===== src/rtl/adc_spi_sampler_pkg.sv =====
// rtl/adc_spi_sampler_pkg.sv - FSM encoding and default ADC timing shared by the sampler files
package adc_spi_sampler_pkg;

   typedef enum logic [1:0] {
      ST_IDLE    = 2'd0,
      ST_CONVERT = 2'd1,
      ST_SHIFT   = 2'd2,
      ST_DONE    = 2'd3
   } state_t;

   localparam int DEF_CLK_DIV       = 4;
   localparam int DEF_DATA_BITS     = 16;
   localparam int DEF_CONV_CYCLES   = 50;
   localparam int DEF_SAMPLE_PERIOD = 1000;

   // Width of a counter that runs 0..n-1; never narrower than one bit.
   function automatic int cnt_width(input int n);
      return (n < 2) ? 1 : $clog2(n);
   endfunction

endpackage


===== src/rtl/adc_spi_sampler_spi_rx_shifter.sv =====
// rtl/adc_spi_sampler_spi_rx_shifter.sv - SCK divider, bit counter and MSB-first MISO shift register
module adc_spi_sampler_spi_rx_shifter
   import adc_spi_sampler_pkg::*;
#(
   parameter int CLK_DIV   = DEF_CLK_DIV,
   parameter int DATA_BITS = DEF_DATA_BITS
) (
   input  logic                 i_clk,
   input  logic                 i_rst,
   input  logic                 i_start,
   input  logic                 i_miso,
   output logic                 o_sck,
   output logic                 o_done,
   output logic [DATA_BITS-1:0] o_data
);

   localparam int DW = cnt_width(CLK_DIV);
   localparam int EW = cnt_width(2 * DATA_BITS);
   localparam logic [DW-1:0] DIV_LAST  = DW'(CLK_DIV - 1);
   localparam logic [EW-1:0] EDGE_LAST = EW'(2 * DATA_BITS - 1);

   logic                 r_active;
   logic [DW-1:0]        r_div;
   logic [EW-1:0]        r_edges;
   logic                 r_sck;
   logic [DATA_BITS-1:0] r_shift;
   logic                 w_toggle;

   assign w_toggle = r_active && (r_div == DIV_LAST);
   // o_done marks the last shifting cycle, i.e. the one ending in the final SCK fall.
   assign o_done   = w_toggle && (r_edges == EDGE_LAST);
   assign o_sck    = r_sck;
   assign o_data   = r_shift;

   always_ff @(posedge i_clk) begin
      if (i_rst) begin
         r_active <= 1'b0;
         r_div    <= '0;
         r_edges  <= '0;
         r_sck    <= 1'b0;
         r_shift  <= '0;
      end else if (i_start) begin
         r_active <= 1'b1;
         r_div    <= '0;
         r_edges  <= '0;
         r_sck    <= 1'b0;
         r_shift  <= '0;
      end else if (r_active) begin
         if (w_toggle) begin
            r_div   <= '0;
            r_sck   <= ~r_sck;
            r_edges <= r_edges + EW'(1);
            if (!r_sck) begin
               r_shift <= {r_shift[DATA_BITS-2:0], i_miso};
            end
            if (o_done) begin
               r_active <= 1'b0;
            end
         end else begin
            r_div <= r_div + DW'(1);
         end
      end
   end

endmodule


===== src/rtl/adc_spi_sampler.sv =====
// rtl/adc_spi_sampler.sv - periodic CONVST/SPI ADC capture with a valid/ready holding register
module adc_spi_sampler
   import adc_spi_sampler_pkg::*;
#(
   parameter int CLK_DIV       = DEF_CLK_DIV,
   parameter int DATA_BITS     = DEF_DATA_BITS,
   parameter int CONV_CYCLES   = DEF_CONV_CYCLES,
   parameter int SAMPLE_PERIOD = DEF_SAMPLE_PERIOD
) (
   input  logic                 clk,
   input  logic                 rst,
   input  logic                 enable,
   output logic                 adc_convst,
   output logic                 adc_cs_n,
   output logic                 adc_sck,
   input  logic                 adc_miso,
   output logic [DATA_BITS-1:0] sample_data,
   output logic                 sample_valid,
   input  logic                 sample_ready,
   output logic [7:0]           overrun_count,
   output logic                 busy
);

   localparam int PW = cnt_width(SAMPLE_PERIOD);
   localparam int CW = cnt_width(CONV_CYCLES);
   localparam logic [PW-1:0] PERIOD_LAST = PW'(SAMPLE_PERIOD - 1);
   localparam logic [CW-1:0] CONV_LAST   = CW'(CONV_CYCLES - 1);

   state_t               r_state;
   state_t               w_next_state;
   logic [PW-1:0]        r_period;
   logic [CW-1:0]        r_conv_cnt;
   logic                 r_convst;
   logic                 r_cs_n;
   logic [DATA_BITS-1:0] r_data;
   logic                 r_valid;
   logic [7:0]           r_overrun;
   logic                 w_trigger;
   logic                 w_conv_last;
   logic                 w_shift_start;
   logic                 w_shift_done;
   logic                 w_convst_d;
   logic                 w_cs_n_d;
   logic [DATA_BITS-1:0] w_shift_data;

   assign w_trigger   = enable && (r_period == PERIOD_LAST);
   assign w_conv_last = (r_state == ST_CONVERT) && (r_conv_cnt == CONV_LAST);

   always_ff @(posedge clk) begin
      if (rst || !enable || (r_period == PERIOD_LAST)) begin
         r_period <= '0;
      end else begin
         r_period <= r_period + PW'(1);
      end
   end

   always_ff @(posedge clk) begin
      if (rst) begin
         r_state    <= ST_IDLE;
         r_conv_cnt <= '0;
         r_convst   <= 1'b0;
         r_cs_n     <= 1'b1;
      end else begin
         r_state    <= w_next_state;
         r_conv_cnt <= (r_state == ST_CONVERT) ? r_conv_cnt + CW'(1) : '0;
         r_convst   <= w_convst_d;
         r_cs_n     <= w_cs_n_d;
      end
   end

   // Outputs are decoded from the next state so they line up with the state register.
   always_comb begin
      w_next_state  = r_state;
      w_shift_start = 1'b0;
      case (r_state)
         ST_IDLE:    if (w_trigger) w_next_state = ST_CONVERT;
         ST_CONVERT: begin
            if (w_conv_last) begin
               w_next_state  = ST_SHIFT;
               w_shift_start = 1'b1;
            end
         end
         ST_SHIFT:   if (w_shift_done) w_next_state = ST_DONE;
         ST_DONE:    w_next_state = ST_IDLE;
         default:    w_next_state = ST_IDLE;
      endcase
      w_convst_d = (w_next_state == ST_CONVERT);
      w_cs_n_d   = (w_next_state != ST_SHIFT);
   end

   adc_spi_sampler_spi_rx_shifter #(
      .CLK_DIV   (CLK_DIV),
      .DATA_BITS (DATA_BITS)
   ) u_rx (
      .i_clk   (clk),
      .i_rst   (rst),
      .i_start (w_shift_start),
      .i_miso  (adc_miso),
      .o_sck   (adc_sck),
      .o_done  (w_shift_done),
      .o_data  (w_shift_data)
   );

   always_ff @(posedge clk) begin
      if (rst) begin
         r_data    <= '0;
         r_valid   <= 1'b0;
         r_overrun <= 8'd0;
      end else if (r_state == ST_DONE) begin
         if (!r_valid || sample_ready) begin
            r_data  <= w_shift_data;
            r_valid <= 1'b1;
         end else if (r_overrun != 8'hFF) begin
            r_overrun <= r_overrun + 8'd1;
         end
      end else if (r_valid && sample_ready) begin
         r_valid <= 1'b0;
      end
   end

   assign adc_convst    = r_convst;
   assign adc_cs_n      = r_cs_n;
   assign sample_data   = r_data;
   assign sample_valid  = r_valid;
   assign overrun_count = r_overrun;
   assign busy          = (r_state != ST_IDLE);

endmodule


===== config.mk =====
export PLATFORM = sky130hd
export DESIGN_NAME = adc_spi_sampler
export DESIGN_NICKNAME = d
export VERILOG_FILES = /design/src/rtl/adc_spi_sampler_pkg.sv /design/src/rtl/adc_spi_sampler_spi_rx_shifter.sv /design/src/rtl/adc_spi_sampler.sv
export SDC_FILE = /design/constraint.sdc
export NUM_CORES = 1
export LEC_CHECK = 0
export CORE_MARGIN = 1
export CORE_UTILIZATION = 54
export CTS_CLUSTER_DIAMETER = 120
export DETAILED_ROUTE_END_ITERATION = 7
export GPL_ROUTABILITY_DRIVEN = 0
export HOLD_SLACK_MARGIN = 0.1
export PLACE_DENSITY = 0.78
export SYNTH_ARGS = -nofsm -noshare
export SYNTH_HDL_FRONTEND = slang
export SYNTH_SLANG_ARGS = --single-unit
export TNS_END_PERCENT = 100

===== constraint.sdc =====
create_clock -name clk -period 2.2 [get_ports clk]
set_input_delay 0.44 -clock clk [delete_from_list [all_inputs] [get_ports clk]]
set_output_delay 0.44 -clock clk [all_outputs]
set_load 0.1 [all_outputs]

==> flow_summary.ini <==
[status]
status = complete, no violations

[yosys]
ys_warn_count = 0
yosysTopAreaCellShare_pct = 50.6
synth_cells = 321
yosys-top-cells-area = dfxtp_1 51%, nand2_1 11%, a21oi_1 6.5%
synth_cell_type_count = 38
synth_top_cell_by_area = dfxtp_1
syn-num-nets = 333
synthFlopType = dfxtp_1
synthArstFlopShare_pct = 0
synthTopCellsByCount = 82 x nand2_1, 70 x dfxtp_1, 36 x a21oi_1
synth.most_common_cell = nand2_1
synth_area_um2 = 2770
synth_edf_count = 0
yosys_register_bits = 70
avgSynthCellArea_um2 = 8.63
seq_area_frac_synth_pct = 50.6

[grt]
grt_max_degree = 25
grt_use_total_pct = 20.9
grt_pass1_vias = 2005
grt_pass1_wl_um = 8570
gr-total-overflow = 0
antenna_found_initial = 0

[floorplanning]
die_h_um = 73.6
dieWidth_um = 73.6
initial_utilization_pct = 57.5
rows = 25
dieArea_um2 = 5420
core_um2 = 4820
io_pins = 34

[clocking]
cts_buffer_depth = 2
worst_skew_pair.late_latency_ns = 0.34
hold_buffers = 0
numCtsBuffers = 9
cts-resized-gates = 0
post-cts-setup-buffer-count = 0
cts_tree = built
cts.sinks = 70
root_buffer = clkbuf_8
clkTransAtPathRegs_ns = 0.07
cts_max_level = 3

[route]
drtIter0Drc = 79
ant_nets = 0
first_pass_iters = 4
vias = 2151
drc = 0
finalWirelength_um = 4910
routedWlPerCell_um = 11.5
vias_per_cell = 5.03

[power_and_ir_drop]
power_switching_mw = 0.487
power.density_nw_per_um2 = 771
swShare_pct = 19.1
p_int_mw = 2.07
combPwrFrac_pct = 1.4
leakagePower_nw = 1.24
clockPowerShare_pct = 48.9
max-vdd-ir-drop_mv = 0.550
power_frac_seq_pct = 49.7
p_total_mw = 2.55

[placed_design]
hpwl_um = 3370
portBuffers = 33
dp_cells = 412

[setup_path]
rr_worst_depth = 6
critPathCaptureType = output pin
r2r_end = adc_convst
critPathLaunchType = flop
reg2reg_slack_ns = 0.50
r2r-start = u_rx.r_edges[0]
required_ns = 1.76
startpoint = r_state[0]
critical_path_class = flop to output pin
crit_path_end = busy
crit_arrival_ns = 1.28
crit_path_max_fanout = 8

[layout]
area_growth_pct = 19.7
seqCellArea_um2 = 1400
layout-drive-gt1-share_pct = 16.6
nets = 368
stdcell_count = 428
final_util_pct = 68.8
multi_input_area_um2 = 1250
diodes = 0
num-fill-cells = 422

[timing]
finalSetupTns_ns = 0
finClkSkew_ns = 0.00926
fin_crit_ns = 1.72
hold_viol_final = 0
slew_headroom_pct = 58.4
rsz0062_at_grt = false
fmax_ghz = 0.581
finalSetupViolations = 0
hold_slack_ns = 0.456
worstMarginPinSlew_ns = 0.623
period_share_pct = 78.3
slew_violations = 0

[hold_path]
worstHoldPathType = flop to flop
min_from = sample_data[14]

[run]
drv_cap = 0
[per-layer routing]
layer / GRT usage [%] / share of wire [%]
met1: 23.7 / 45
met2: 35.5 / 49
met3: 7.68 / 4.3
met4: 8.55 / 1.3
met5: 0 / 0
[state kept, by name, summed over array words and instances, names as in the netlist]
register,count
adc_convst,1
adc_cs_n,1
overrun_count,8
r_conv_cnt,6
r_period,10
r_state,2
sample_data,16
sample_valid,1
u_rx.o_data,16
u_rx.o_sck,1
u_rx.r_active,1
u_rx.r_div,2
u_rx.r_edges,5
[power groups by stage]
stage	logic [mW]	clock network, mW	registers, mW
5_1_grt	0.0399	1.34	1.27
3_5_place_dp	0.0363	0	1.30
6_report	0.0358	1.25	1.27
4_1_cts	0.0364	1.28	1.27
2_1_floorplan	0.0297	0	1.30
3_3_place_gp	0.0356	0	1.30
[per-stage QoR]
stage               cell area, um2  setup slack, ns
global route                  3310            0.401
finish                        3310            0.478
global placement              3070            0.231
CTS                           3310            0.471
detailed placement            3070            0.217
floorplan                     2770           0.0173
[how the worst min path moves through the flow]
stage                                  to  slack (ns)  cells after the start
final                     sample_data[14]        0.46                      2
after global routing      sample_data[12]        0.47                      2
after CTS                 sample_data[10]        0.46                      2
after detailed placement  sample_data[10]        0.45                      2
after global placement    sample_data[15]        0.44                      2
after floorplan             r_conv_cnt[0]        0.43                      1
[area by class of cell]
| class | count | share of cell area [%] |
|---|---|---|
| Sequential cell | 70 | 42.3 |
| Clock inverter | 5 | 3.21 |
| Clock buffer | 11 | 4.27 |
| Tap cell | 67 | 2.53 |
| Timing Repair Buffer | 39 | 9.51 |
| Multi-Input combinational cell | 232 | 37.8 |
| Inverter | 4 | 0.453 |
[critical path, stage by stage (launching register included)]
cell     delay (ns)
dfxtp_1        0.39
or2_2          0.37
buf_12         0.18
[placed cells by master, fill, tap and decap left out, types with 2 or more instances in the layout]
| master | n |
|---|---|
| inv_1 | 4 |
| nor2b_1 | 2 |
| nor2_1 | 35 |
| mux2i_1 | 3 |
| clkdlybuf4s50_1 | 4 |
| nand4_1 | 3 |
| ha_1 | 7 |
| bufinv_16 | 3 |
| a21oi_2 | 2 |
| buf_4 | 34 |
| dfxtp_1 | 70 |
| a21oi_1 | 36 |
| or2_2 | 2 |
| xor2_1 | 11 |
| nand3_1 | 7 |
| nor3_1 | 6 |
| xnor2_1 | 10 |
| and3_1 | 4 |
| nand2_1 | 82 |
| clkbuf_8 | 10 |
| o211ai_1 | 2 |
| nand2b_1 | 3 |
| or2b_1 | 2 |
| and2_1 | 2 |
[kinds of logic (layout without fill, tap and decap cells)]
kind of cell               Yosys count  in the layout  share of synthesized area, %
DFF                                 70             70                          50.6
AOI/OAI and AO/OA                   44             44                          8.81
buffers and inverters               19             59                          4.20
muxes                                4              4                          1.49
xor gates and xnor gates            21             21                          6.64
adders and majority gates            7              7                          3.16
and+or+nand+nor                    156            156                          25.1
(Power assumes the default switching activity.)
